`config.mk`:
```
export PLATFORM = sky130hd
export DESIGN_NAME = dm_cmd_responder
export DESIGN_NICKNAME = d
export VERILOG_FILES = /design/src/rtl/dm_cmd_responder_pkg.sv /design/src/rtl/dm_pattern_gen.sv /design/src/rtl/dm_cmd_responder.sv
export SDC_FILE = /design/constraint.sdc
export NUM_CORES = 1
export LEC_CHECK = 0
export CORE_MARGIN = 1
export CORE_UTILIZATION = 45
export DETAILED_ROUTE_END_ITERATION = 16
export PLACE_DENSITY = 0.77
export SYNTH_ARGS = -nofsm -noshare
export SYNTH_HDL_FRONTEND = slang
export SYNTH_SLANG_ARGS = --single-unit
```
`constraint.sdc`:
```
create_clock -name clk -period 3.5 [get_ports clk]
set_input_delay 1.05 -clock clk [delete_from_list [all_inputs] [get_ports clk]]
set_output_delay 1.05 -clock clk [all_outputs]
set_load 0.02 [all_outputs]
```
`src/rtl/dm_cmd_responder_pkg.sv`:
```
// Shared definitions for the DataMover command responder and its peers.
// Holds command/status bit positions, FSM encoding and a status helper.
package dm_cmd_responder_pkg;

  localparam int CMD_WIDTH      = 72;
  localparam int BTT_WIDTH      = 23;
  localparam int ADDR_WIDTH     = 32;
  localparam int TAG_WIDTH      = 4;
  localparam int DSA_WIDTH      = 6;
  localparam int RSVD_WIDTH     = 4;
  localparam int STS_WIDTH      = 8;

  localparam int CMD_BTT_LSB    = 0;
  localparam int CMD_TYPE_BIT   = 23;
  localparam int CMD_DSA_LSB    = 24;
  localparam int CMD_EOF_BIT    = 30;
  localparam int CMD_DRR_BIT    = 31;
  localparam int CMD_SADDR_LSB  = 32;
  localparam int CMD_TAG_LSB    = 64;
  localparam int CMD_RSVD_LSB   = 68;

  localparam int STS_TAG_LSB    = 0;
  localparam int STS_INTERR_BIT = 4;
  localparam int STS_DECERR_BIT = 5;
  localparam int STS_SLVERR_BIT = 6;
  localparam int STS_OKAY_BIT   = 7;

  typedef enum logic [1:0] {
    ST_IDLE = 2'd0,
    ST_DATA = 2'd1,
    ST_STS  = 2'd2
  } dm_state_e;

  typedef struct packed {
    logic [TAG_WIDTH-1:0]  tag;
    logic [ADDR_WIDTH-1:0] saddr;
    logic                  eof;
    logic                  incr;
    logic [BTT_WIDTH-1:0]  btt;
  } dm_cmd_t;

  // A zero-length command is reported as an internal error, never OKAY.
  function automatic logic [STS_WIDTH-1:0] dm_sts_byte(
    input logic [TAG_WIDTH-1:0] tag,
    input logic                 interr
  );
    logic [STS_WIDTH-1:0] s;
    s = '0;
    s[STS_TAG_LSB +: TAG_WIDTH] = tag;
    s[STS_INTERR_BIT] = interr;
    s[STS_DECERR_BIT] = 1'b0;
    s[STS_SLVERR_BIT] = 1'b0;
    s[STS_OKAY_BIT]   = ~interr;
    return s;
  endfunction

endpackage

```
`src/rtl/dm_pattern_gen.sv`:
```
// Combinational beat generator: byte lane i carries (addr + i)[7:0].
// Ports: addr (beat base address LSBs), rem (bytes left) -> data, keep.
module dm_pattern_gen
  import dm_cmd_responder_pkg::*;
#(
  parameter int DATA_WIDTH = 64,
  parameter int KEEP_WIDTH = DATA_WIDTH / 8
) (
  input  logic [7:0]            addr,
  input  logic [BTT_WIDTH-1:0]  rem,
  output logic [DATA_WIDTH-1:0] data,
  output logic [KEEP_WIDTH-1:0] keep
);

  // Lane i is live while more than i bytes remain; dead lanes drive 0.
  always_comb begin
    data = '0;
    keep = '0;
    for (int i = 0; i < KEEP_WIDTH; i++) begin
      keep[i] = (rem > BTT_WIDTH'(i));
      if (keep[i]) begin
        data[8*i +: 8] = addr + 8'(i);
      end
    end
  end

endmodule

```
`src/rtl/dm_cmd_responder.sv`:
```
// DataMover read-command responder: accepts a command, emits a synthetic
// data stream, then one status byte. Ports: cmd slave, data/sts masters.
module dm_cmd_responder
  import dm_cmd_responder_pkg::*;
#(
  parameter int DATA_WIDTH = 64,
  parameter int KEEP_WIDTH = DATA_WIDTH / 8
) (
  input  logic                  clk,
  input  logic                  rst,
  input  logic [71:0]           s_axis_cmd_tdata,
  input  logic                  s_axis_cmd_tvalid,
  output logic                  s_axis_cmd_tready,
  output logic [DATA_WIDTH-1:0] m_axis_data_tdata,
  output logic [KEEP_WIDTH-1:0] m_axis_data_tkeep,
  output logic                  m_axis_data_tlast,
  output logic                  m_axis_data_tvalid,
  input  logic                  m_axis_data_tready,
  output logic [7:0]            m_axis_sts_tdata,
  output logic                  m_axis_sts_tkeep,
  output logic                  m_axis_sts_tlast,
  output logic                  m_axis_sts_tvalid,
  input  logic                  m_axis_sts_tready
);

  localparam logic [BTT_WIDTH-1:0]  KW_BYTES = BTT_WIDTH'(KEEP_WIDTH);
  localparam logic [ADDR_WIDTH-1:0] KW_ADDR  = ADDR_WIDTH'(KEEP_WIDTH);

  dm_state_e             state;
  dm_cmd_t               cmd;
  logic [ADDR_WIDTH-1:0] cur_addr;
  logic [BTT_WIDTH-1:0]  cur_rem;
  logic [TAG_WIDTH-1:0]  tag_q;
  logic                  eof_q;
  logic                  incr_q;

  logic [ADDR_WIDTH-1:0] nxt_addr;
  logic [BTT_WIDTH-1:0]  nxt_rem;
  logic [ADDR_WIDTH-1:0] pg_addr;
  logic [BTT_WIDTH-1:0]  pg_rem;
  logic                  pg_last;
  logic [DATA_WIDTH-1:0] pg_data;
  logic [KEEP_WIDTH-1:0] pg_keep;

  logic                  cmd_fire;
  logic                  data_fire;
  logic                  sts_fire;
  logic                  unused_cmd_bits;

  assign cmd.btt   = s_axis_cmd_tdata[CMD_BTT_LSB +: BTT_WIDTH];
  assign cmd.incr  = s_axis_cmd_tdata[CMD_TYPE_BIT];
  assign cmd.eof   = s_axis_cmd_tdata[CMD_EOF_BIT];
  assign cmd.saddr = s_axis_cmd_tdata[CMD_SADDR_LSB +: ADDR_WIDTH];
  assign cmd.tag   = s_axis_cmd_tdata[CMD_TAG_LSB +: TAG_WIDTH];

  assign unused_cmd_bits = ^{
    s_axis_cmd_tdata[CMD_DSA_LSB +: DSA_WIDTH],
    s_axis_cmd_tdata[CMD_DRR_BIT],
    s_axis_cmd_tdata[CMD_RSVD_LSB +: RSVD_WIDTH]
  };

  // Gating with rst keeps ready low in the reset cycle itself.
  assign s_axis_cmd_tready = (state == ST_IDLE) && !rst;

  assign cmd_fire  = s_axis_cmd_tvalid && s_axis_cmd_tready;
  assign data_fire = m_axis_data_tvalid && m_axis_data_tready;
  assign sts_fire  = m_axis_sts_tvalid && m_axis_sts_tready;

  assign nxt_addr = incr_q ? cur_addr + KW_ADDR : cur_addr;
  assign nxt_rem  = (cur_rem > KW_BYTES) ? cur_rem - KW_BYTES : '0;

  // The generator always looks one beat ahead: the command itself in
  // IDLE, the beat following the current one in DATA.
  assign pg_addr = (state == ST_IDLE) ? cmd.saddr : nxt_addr;
  assign pg_rem  = (state == ST_IDLE) ? cmd.btt : nxt_rem;
  assign pg_last = (pg_rem <= KW_BYTES);

  dm_pattern_gen #(
    .DATA_WIDTH (DATA_WIDTH),
    .KEEP_WIDTH (KEEP_WIDTH)
  ) u_pattern_gen (
    .addr (pg_addr[7:0]),
    .rem  (pg_rem),
    .data (pg_data),
    .keep (pg_keep)
  );

  assign m_axis_sts_tkeep = m_axis_sts_tvalid;
  assign m_axis_sts_tlast = m_axis_sts_tvalid;

  always_ff @(posedge clk) begin
    if (rst) begin
      state              <= ST_IDLE;
      cur_addr           <= '0;
      cur_rem            <= '0;
      tag_q              <= '0;
      eof_q              <= 1'b0;
      incr_q             <= 1'b0;
      m_axis_data_tvalid <= 1'b0;
      m_axis_data_tdata  <= '0;
      m_axis_data_tkeep  <= '0;
      m_axis_data_tlast  <= 1'b0;
      m_axis_sts_tvalid  <= 1'b0;
      m_axis_sts_tdata   <= '0;
    end else begin
      unique case (state)
        ST_IDLE: begin
          if (cmd_fire) begin
            tag_q  <= cmd.tag;
            eof_q  <= cmd.eof;
            incr_q <= cmd.incr;
            if (cmd.btt != '0) begin
              state              <= ST_DATA;
              cur_addr           <= cmd.saddr;
              cur_rem            <= cmd.btt;
              m_axis_data_tvalid <= 1'b1;
              m_axis_data_tdata  <= pg_data;
              m_axis_data_tkeep  <= pg_keep;
              m_axis_data_tlast  <= cmd.eof && pg_last;
            end else begin
              state             <= ST_STS;
              m_axis_sts_tvalid <= 1'b1;
              m_axis_sts_tdata  <= dm_sts_byte(cmd.tag, 1'b1);
            end
          end
        end
        ST_DATA: begin
          if (data_fire) begin
            cur_rem <= nxt_rem;
            if (nxt_rem == '0) begin
              state              <= ST_STS;
              m_axis_data_tvalid <= 1'b0;
              m_axis_data_tdata  <= '0;
              m_axis_data_tkeep  <= '0;
              m_axis_data_tlast  <= 1'b0;
              m_axis_sts_tvalid  <= 1'b1;
              m_axis_sts_tdata   <= dm_sts_byte(tag_q, 1'b0);
            end else begin
              cur_addr           <= nxt_addr;
              m_axis_data_tdata  <= pg_data;
              m_axis_data_tkeep  <= pg_keep;
              m_axis_data_tlast  <= eof_q && pg_last;
            end
          end
        end
        ST_STS: begin
          if (sts_fire) begin
            state             <= ST_IDLE;
            m_axis_sts_tvalid <= 1'b0;
            m_axis_sts_tdata  <= '0;
          end
        end
        default: state <= ST_IDLE;
      endcase
    end
  end

endmodule

```
After elaboration in Yosys (flattened, before gate mapping) --
Cells that the tools add are included.
Word-level totals: register bits 146, logic and storage cells 117, bits of input ports 77
Operators by class: equality and inequality tests 9, add/subtract/negate cells 9, reduce and logical (&&, ||, !) cells 18, mux-type cells 59, magnitude comparators 10
Operators with widths (count):
- two-way mux 64 bit | 4
- two-way mux 32 bit | 5
- two-way mux 8 bit | 18
- case mux 64 bit (2 select lines) | 1
- two-way mux 23 bit | 5
- > comparator 23 x 3 -> 1 bit (second input constant) | 4
- case mux 32 bit (2 select lines) | 1
- > comparator 23 x 1 -> 1 bit (second input constant) | 2
- > comparator 23 x 2 -> 1 bit (second input constant) | 2
- case mux 23 bit (2 select lines) | 1
- adder 32 x 4 -> 32 bit (second input constant) | 1
- adder 8 x 3 -> 8 bit (second input constant) | 4
- case mux 8 bit (3 select lines) | 1
- > comparator 23 x 4 -> 1 bit (second input constant) | 1
- <= comparator 23 x 4 -> 1 bit (second input constant) | 1
- zero test 23 bit | 1
- nonzero test 23 bit | 1
- subtractor 23 x 4 -> 23 bit (second input constant) | 1
- adder 8 x 2 -> 8 bit (second input constant) | 2
- case mux 8 bit (2 select lines) | 1
- two-way mux 1 bit | 13
- inequality test 2 bit (second input constant) | 6
- two-way mux 2 bit | 5
- AND reduction 5 bit | 2
- other kinds (15) | 22

Longest topological paths before layout --
depth after elaboration 8, gate-level depth with buffers 13

Hierarchy --
A second synthesis with hierarchy kept.
Unflattened totals: cells, all modules 999, area total of the unflattened synthesis 7418.4 um^2
By module, submodules not included:
- dm_cmd_responder | cells each 815, area each 6254.7 um^2, seq. area each 2402.3 um^2, instances 1
- dm_pattern_gen | cells each 184, area each 1163.6 um^2, seq. area each 0.0 um^2, instances 1

Least setup slack after synthesis --
Ideal clock, no wire load.
path kind register to register, start point reg cur_rem[3], end point reg m_axis_data_tdata[25], arrival time 3215 ps, setup time 117 ps, buffers on the path 2, setup slack 168 ps, data required time 3383 ps, cell stages (with the launch flop) 13, cell sequence dfxtp_1 > clkbuf_1 > inv_1 > ha_1 > or4b_2 > or4b_2 > nand4_1 > and3_1 > and4_1 > o21bai_2 > or2_0 > clkbuf_1 > a32o_1
On the way: word-level cells in the longest chain between the ends 8
Ends and longest elaborated chain:
- start, declared | line dm_cmd_responder.sv:32 | logic [BTT_WIDTH-1:0] cur_rem;
- start signal, assigned | line dm_cmd_responder.sv:115 | cur_rem <= cmd.btt;
- start signal, assigned | line dm_cmd_responder.sv:129 | cur_rem <= nxt_rem;
- subtractor 23 x 4 -> 23 bit / > comparator 23 x 4 -> 1 bit (equally long branches) | line dm_cmd_responder.sv:70 | assign nxt_rem = (cur_rem > KW_BYTES) ? cur_rem - KW_BYTES : '0;
- two-way mux 23 bit (*) | line dm_cmd_responder.sv:70
- two-way mux 23 bit | line dm_cmd_responder.sv:75 | assign pg_rem = (state == ST_IDLE) ? cmd.btt : nxt_rem;
- > comparator 23 x 2 -> 1 bit | line dm_pattern_gen.sv:20 | keep[i] = (rem > BTT_WIDTH'(i));
- two-way mux 8 bit | line dm_pattern_gen.sv:21 | if (keep[i]) begin
- two-way mux 64 bit (on tied branches) | line dm_cmd_responder.sv:130, dm_cmd_responder.sv:112
- two-way mux 64 bit (on tied branches) | line dm_cmd_responder.sv:128, dm_cmd_responder.sv:108
- case mux 64 bit (2 select lines) (*) | line dm_cmd_responder.sv:106 | unique case (state)
- end signal, assigned | line dm_cmd_responder.sv:117 | m_axis_data_tdata <= pg_data;
- end signal, assigned | line dm_cmd_responder.sv:140 | m_axis_data_tdata <= pg_data;
- end, declared | line dm_cmd_responder.sv:14 | output logic [DATA_WIDTH-1:0] m_axis_data_tdata,
Every way passes the cells marked *; elsewhere a longest branch is shown, timed or not. The select of a mux whose other input is x is not followed. A chain may end at the register's enable or synchronous reset.

Final worst setup path --
start point reg cur_rem[14], end point reg m_axis_data_tdata[26]
The elaborated chain is that of the path after synthesis.

==> metrics.md <==
| Metric | Value |
|---|---|
| Global-route wire length before repair | `roughly 31 mm` |
| Final wirelength | `19.5 mm` |
| Post-Synth XOR/XNOR Area | `6.46%` |
| Relative slew slack | `between 50% and 60%` |
| Post-DRT Antenna Nets | `0` |
| Sink Count | `between 100 and 150` |
| Final Hold Fails | `0` |
| Ports | `163` |
| Reg2reg path depth | `10` |
| Synth Area in Compound Gates | `23.5%` |
| Share of layout cells above drive strength 1 | `between 10% and 20%` |
| Clk slew on worst S/H paths | `approximately 0.060 ns` |
| Fin nets | `approximately 1.1k` |
| Diodes inserted | `0` |
| CP max FO | `8` |
| Slowest stage cell, crit path | `or4_4` |
| CP required | `3.81 ns` |
| Final Skew | `a little under 0.008 ns` |
| Max-cap violations | `0` |
| Final setup viols | `0` |
| Most frequent cells in the layout | `124 x clkdlybuf4s50_1, 120 x dfxtp_1, 97 x nand2_1` |
| Hold_buf cts | `0` |
| Main synth FF type | `dfxtp_1` |
| Register area share after synthesis | `roughly 38%` |
| RePlAce Congestion | `roughly 0.95` |
| Average routed wire per standard cell | `16.9 um` |
| Period utilisation layout | `between 90% and 100%` |
| Fillcell total | `roughly 1.2k` |
| Initial Util | `46.1%` |
| Longest Clk Path Bufs | `2` |
| Inst Count DP | `between 1k and 1.5k` |
| Mux contribution to synthesized area | `about 1.5%` |
| Final min period | `approximately 3.4 ns` |
| Synth warn | `0` |
| Routed vias/inst | `approximately 5.8` |
| CTS tree | `built` |
| Worst Path Buf+Inv | `2` |
| Synthesized instance count | `797` |
| Router iterations before antenna repair | `7` |
| Netlist Area Pre-Place | `between 0.006 and 0.007 mm2` |
| Status | `finished clean` |
| Gr ovfl total | `0` |
| Core area | `0.0138 mm2` |
| Cell Area, Placed | `a little over 0.008 mm2` |
| Levels on crit path | `10` |
| Post-route cell area | `0.00886 mm2` |
| Synth Area in Simple Gates | `a little under a quarter` |
| Post-synth EDFFs | `0` |
| Reg2reg end | `m_axis_data_tdata[26]$_SDFFE_PP0P_` |
| Slew Limit Fails | `0` |
| Die Ht | `between 100 and 150 um` |
| DP HPWL | `approximately 14 mm` |
| Utilization after layout | `roughly 64%` |
| Critical path startpoint | `cur_rem[14]$_SDFFE_PP0P_` |
| Rows | `between 40 and 50` |
| Worst min-delay path class | `register to register` |
| Area of the multi-input gates | `about 0.0037 mm2` |
| Clock latency on the worst-skew pair | `between 0.4 and 0.5 ns` |
| RSZ-0062 raised after global routing | `no` |
| Critical path capture point type | `register` |
| Vias in the first global route | `just over 6k` |
| Setup crit end | `m_axis_data_tdata[26]$_SDFFE_PP0P_` |
| Clock tree root driver cell | `clkbuf_16` |
| Nature of the critical path startpoint | `register` |
| Most common cell after layout, fill and taps aside | `clkdlybuf4s50_1` |
| Actual slew at the worst max-slew pin | `roughly 0.7 ns` |
| H-Tree Depth | `4` |
| #FFs+latches synth | `120` |
| Cell variety after synth | `between 60 and 70` |
| Syn-to-layout area delta | `39.0%` |
| Pwr per Cell Area | `1070 mW/mm2` |
| DR vias | `about 6.7k` |
| Initial antenna violation count | `0` |
| Die area | `about 0.015 mm2` |
| Kind of critical path | `register to register` |
| Worst r2r src | `cur_rem[14]$_SDFFE_PP0P_` |
| Number of buffers created by CTS | `17` |
| Largest family of logic cells by synthesized area | `compound AO/OA/AOI/OAI gates` |
| Worst-path cell chain | `or4_4 -> or4_4 -> buf_4 -> o31ai_1 -> and4_4 -> buf_4 -> and4_1 -> o21bai_2 -> or2_0 -> a32o_1` |
| Adder-cell area share of the yosys netlist | `2.94%` |
| Maximum vdd drop | `0.000493 V` |
| Delay-heaviest family, CP | `simple AND/OR/NAND/NOR gates` |
| Largest net degree at the start of global routing | `45` |
| Tot Pwr | `about 0.0095 W` |
| Reg2reg setup slack | `just over 0.09 ns` |
| Port-buffer cells | `between 100 and 150` |
| Peak Freq | `293 MHz` |
| Synthesized area per cell | `~8.0 um2` |
| Non-Filler Instances | `about 1.2k` |
| Die X | `about 120 um` |
| Asr flop ratio synth | `0%` |
| Arrival time worst endpoint | `between 3 and 4 ns` |
| Starting DRT DRC Count | `around 700` |
| GR Util All Layers | `between 20% and 30%` |
| # DRC | `0` |
| Static Leak | `3.41 nW` |
| Crit-path max cell delay | `~0.55 ns` |
| Seq. cell area | `approximately 0.0024 mm2` |
kinds of logic after synthesis:
family,after synthesis
adder cells (fa/ha/maj),15
other,1
XOR/XNOR,47
AO/OA/AOI/OAI,219
flip-flops,120
multiplexers,9
buffers and inverters,81
AND/OR/NAND/NOR,305
per-stage QoR:
| stage | setup slack, ns | setup TNS, ns | hold slack, ns |
|---|---|---|---|
| final | 0.0914 | 0 | 0.441 |
| after floorplan | 0.168 | 0 | 0.436 |
| after detailed placement | -0.245 | -9.86 | 0.435 |
| after global placement | -0.221 | -7.31 | 0.433 |
| after global routing | 0.00745 | 0 | 0.456 |
| after CTS | 0.0177 | 0 | 0.443 |
power breakdown:
part	switching [W]	internal [W]
Sequential	0.000365	0.00189
Clock	0.000673	0.000947
Combinational	0.00319	0.00243
Total	0.00423	0.00527
state kept, by name (all words and copies together), names as in the netlist, 2 cells and up:
register / cells
cur_addr: 8
tag_q: 4
m_axis_data_tdata: 64
m_axis_sts_tdata: 6
state: 2
cur_rem: 23
m_axis_data_tkeep: 8
worst min path at each step:
stage,startpoint,to,slack (ns),cells past startpoint
after floorplan,eof_q$_SDFFE_PP0P_,eof_q$_SDFFE_PP0P_,0.44,2
after global placement,m_axis_data_tkeep[6]$_SDFFE_PP0P_,m_axis_data_tkeep[6]$_SDFFE_PP0P_,0.43,2
after detailed placement,m_axis_data_tkeep[1]$_SDFFE_PP0P_,m_axis_data_tkeep[1]$_SDFFE_PP0P_,0.43,2
after CTS,m_axis_data_tkeep[1]$_SDFFE_PP0P_,m_axis_data_tkeep[1]$_SDFFE_PP0P_,0.44,2
after global routing,m_axis_data_tkeep[4]$_SDFFE_PP0P_,m_axis_data_tkeep[4]$_SDFFE_PP0P_,0.46,2
final,m_axis_data_tkeep[7]$_SDFFE_PP0P_,m_axis_data_tkeep[7]$_SDFFE_PP0P_,0.44,2
cell type report:
class / instances / area share (%)
inverters: 21 / 0.890
multi-input cells: 597 / 41.8
repair buffers: 207 / 21.4
well taps: 180 / 2.54
clock inverters: 12 / 1.05
clock buffers: 20 / 5.16
flip-flops and latches: 120 / 27.1
metal layers:
metal	vias to the layer above	share of wire, %	GRT usage, %
li1	3206	-	-
met1	3171	44	35.5
met2	297	46	43.2
met3	39	7.5	5.03
met4	0	2.5	12.3
met5	-	0	0
worst register-to-register path, cell delays in order, from the launching register on:
cell and delay, ns:
dfxtp_1 0.31, or4_4 0.53, or4_4 0.55, buf_4 0.18, o31ai_1 0.28, and4_4 0.28
buf_4 0.12, and4_1 0.26, o21bai_2 0.09, or2_0 0.38, a32o_1 0.33
synthesized netlist by cell type (all sizes together), types with 5 or more instances:
library cell  count  share of area [%]
a211oi           13                1.7
a21oi            46                3.6
a22o             13                1.8
a22oi            18                2.1
a311oi            6               0.82
a31o              6               0.82
a31oi             7               0.69
a32o             20                3.1
and2              6               0.59
and3              5               0.49
buf              11               0.94
clkbuf           49                2.9
dfxtp           120                 38
ha               15                2.9
inv              20                1.2
mux2i             7                1.1
nand2            97                5.7
nand3            20                1.6
nand3b            9                1.1
nand4            12                1.2
nor2             83                4.9
nor3             22                1.7
nor4             16                1.6
o21ai            60                4.7
or3              11                1.1
xnor2            26                3.6
xor2             21                2.9
timing repair:
| item | in CTS | in global routing |
|---|---|---|
| buffers inserted | 0 | 1 |
| gates resized for setup | 1 | 6 |
| pin swaps | 1 | 1 |
| setup endpoints to repair | 7 | 65 |
(Power assumes the default switching activity.)
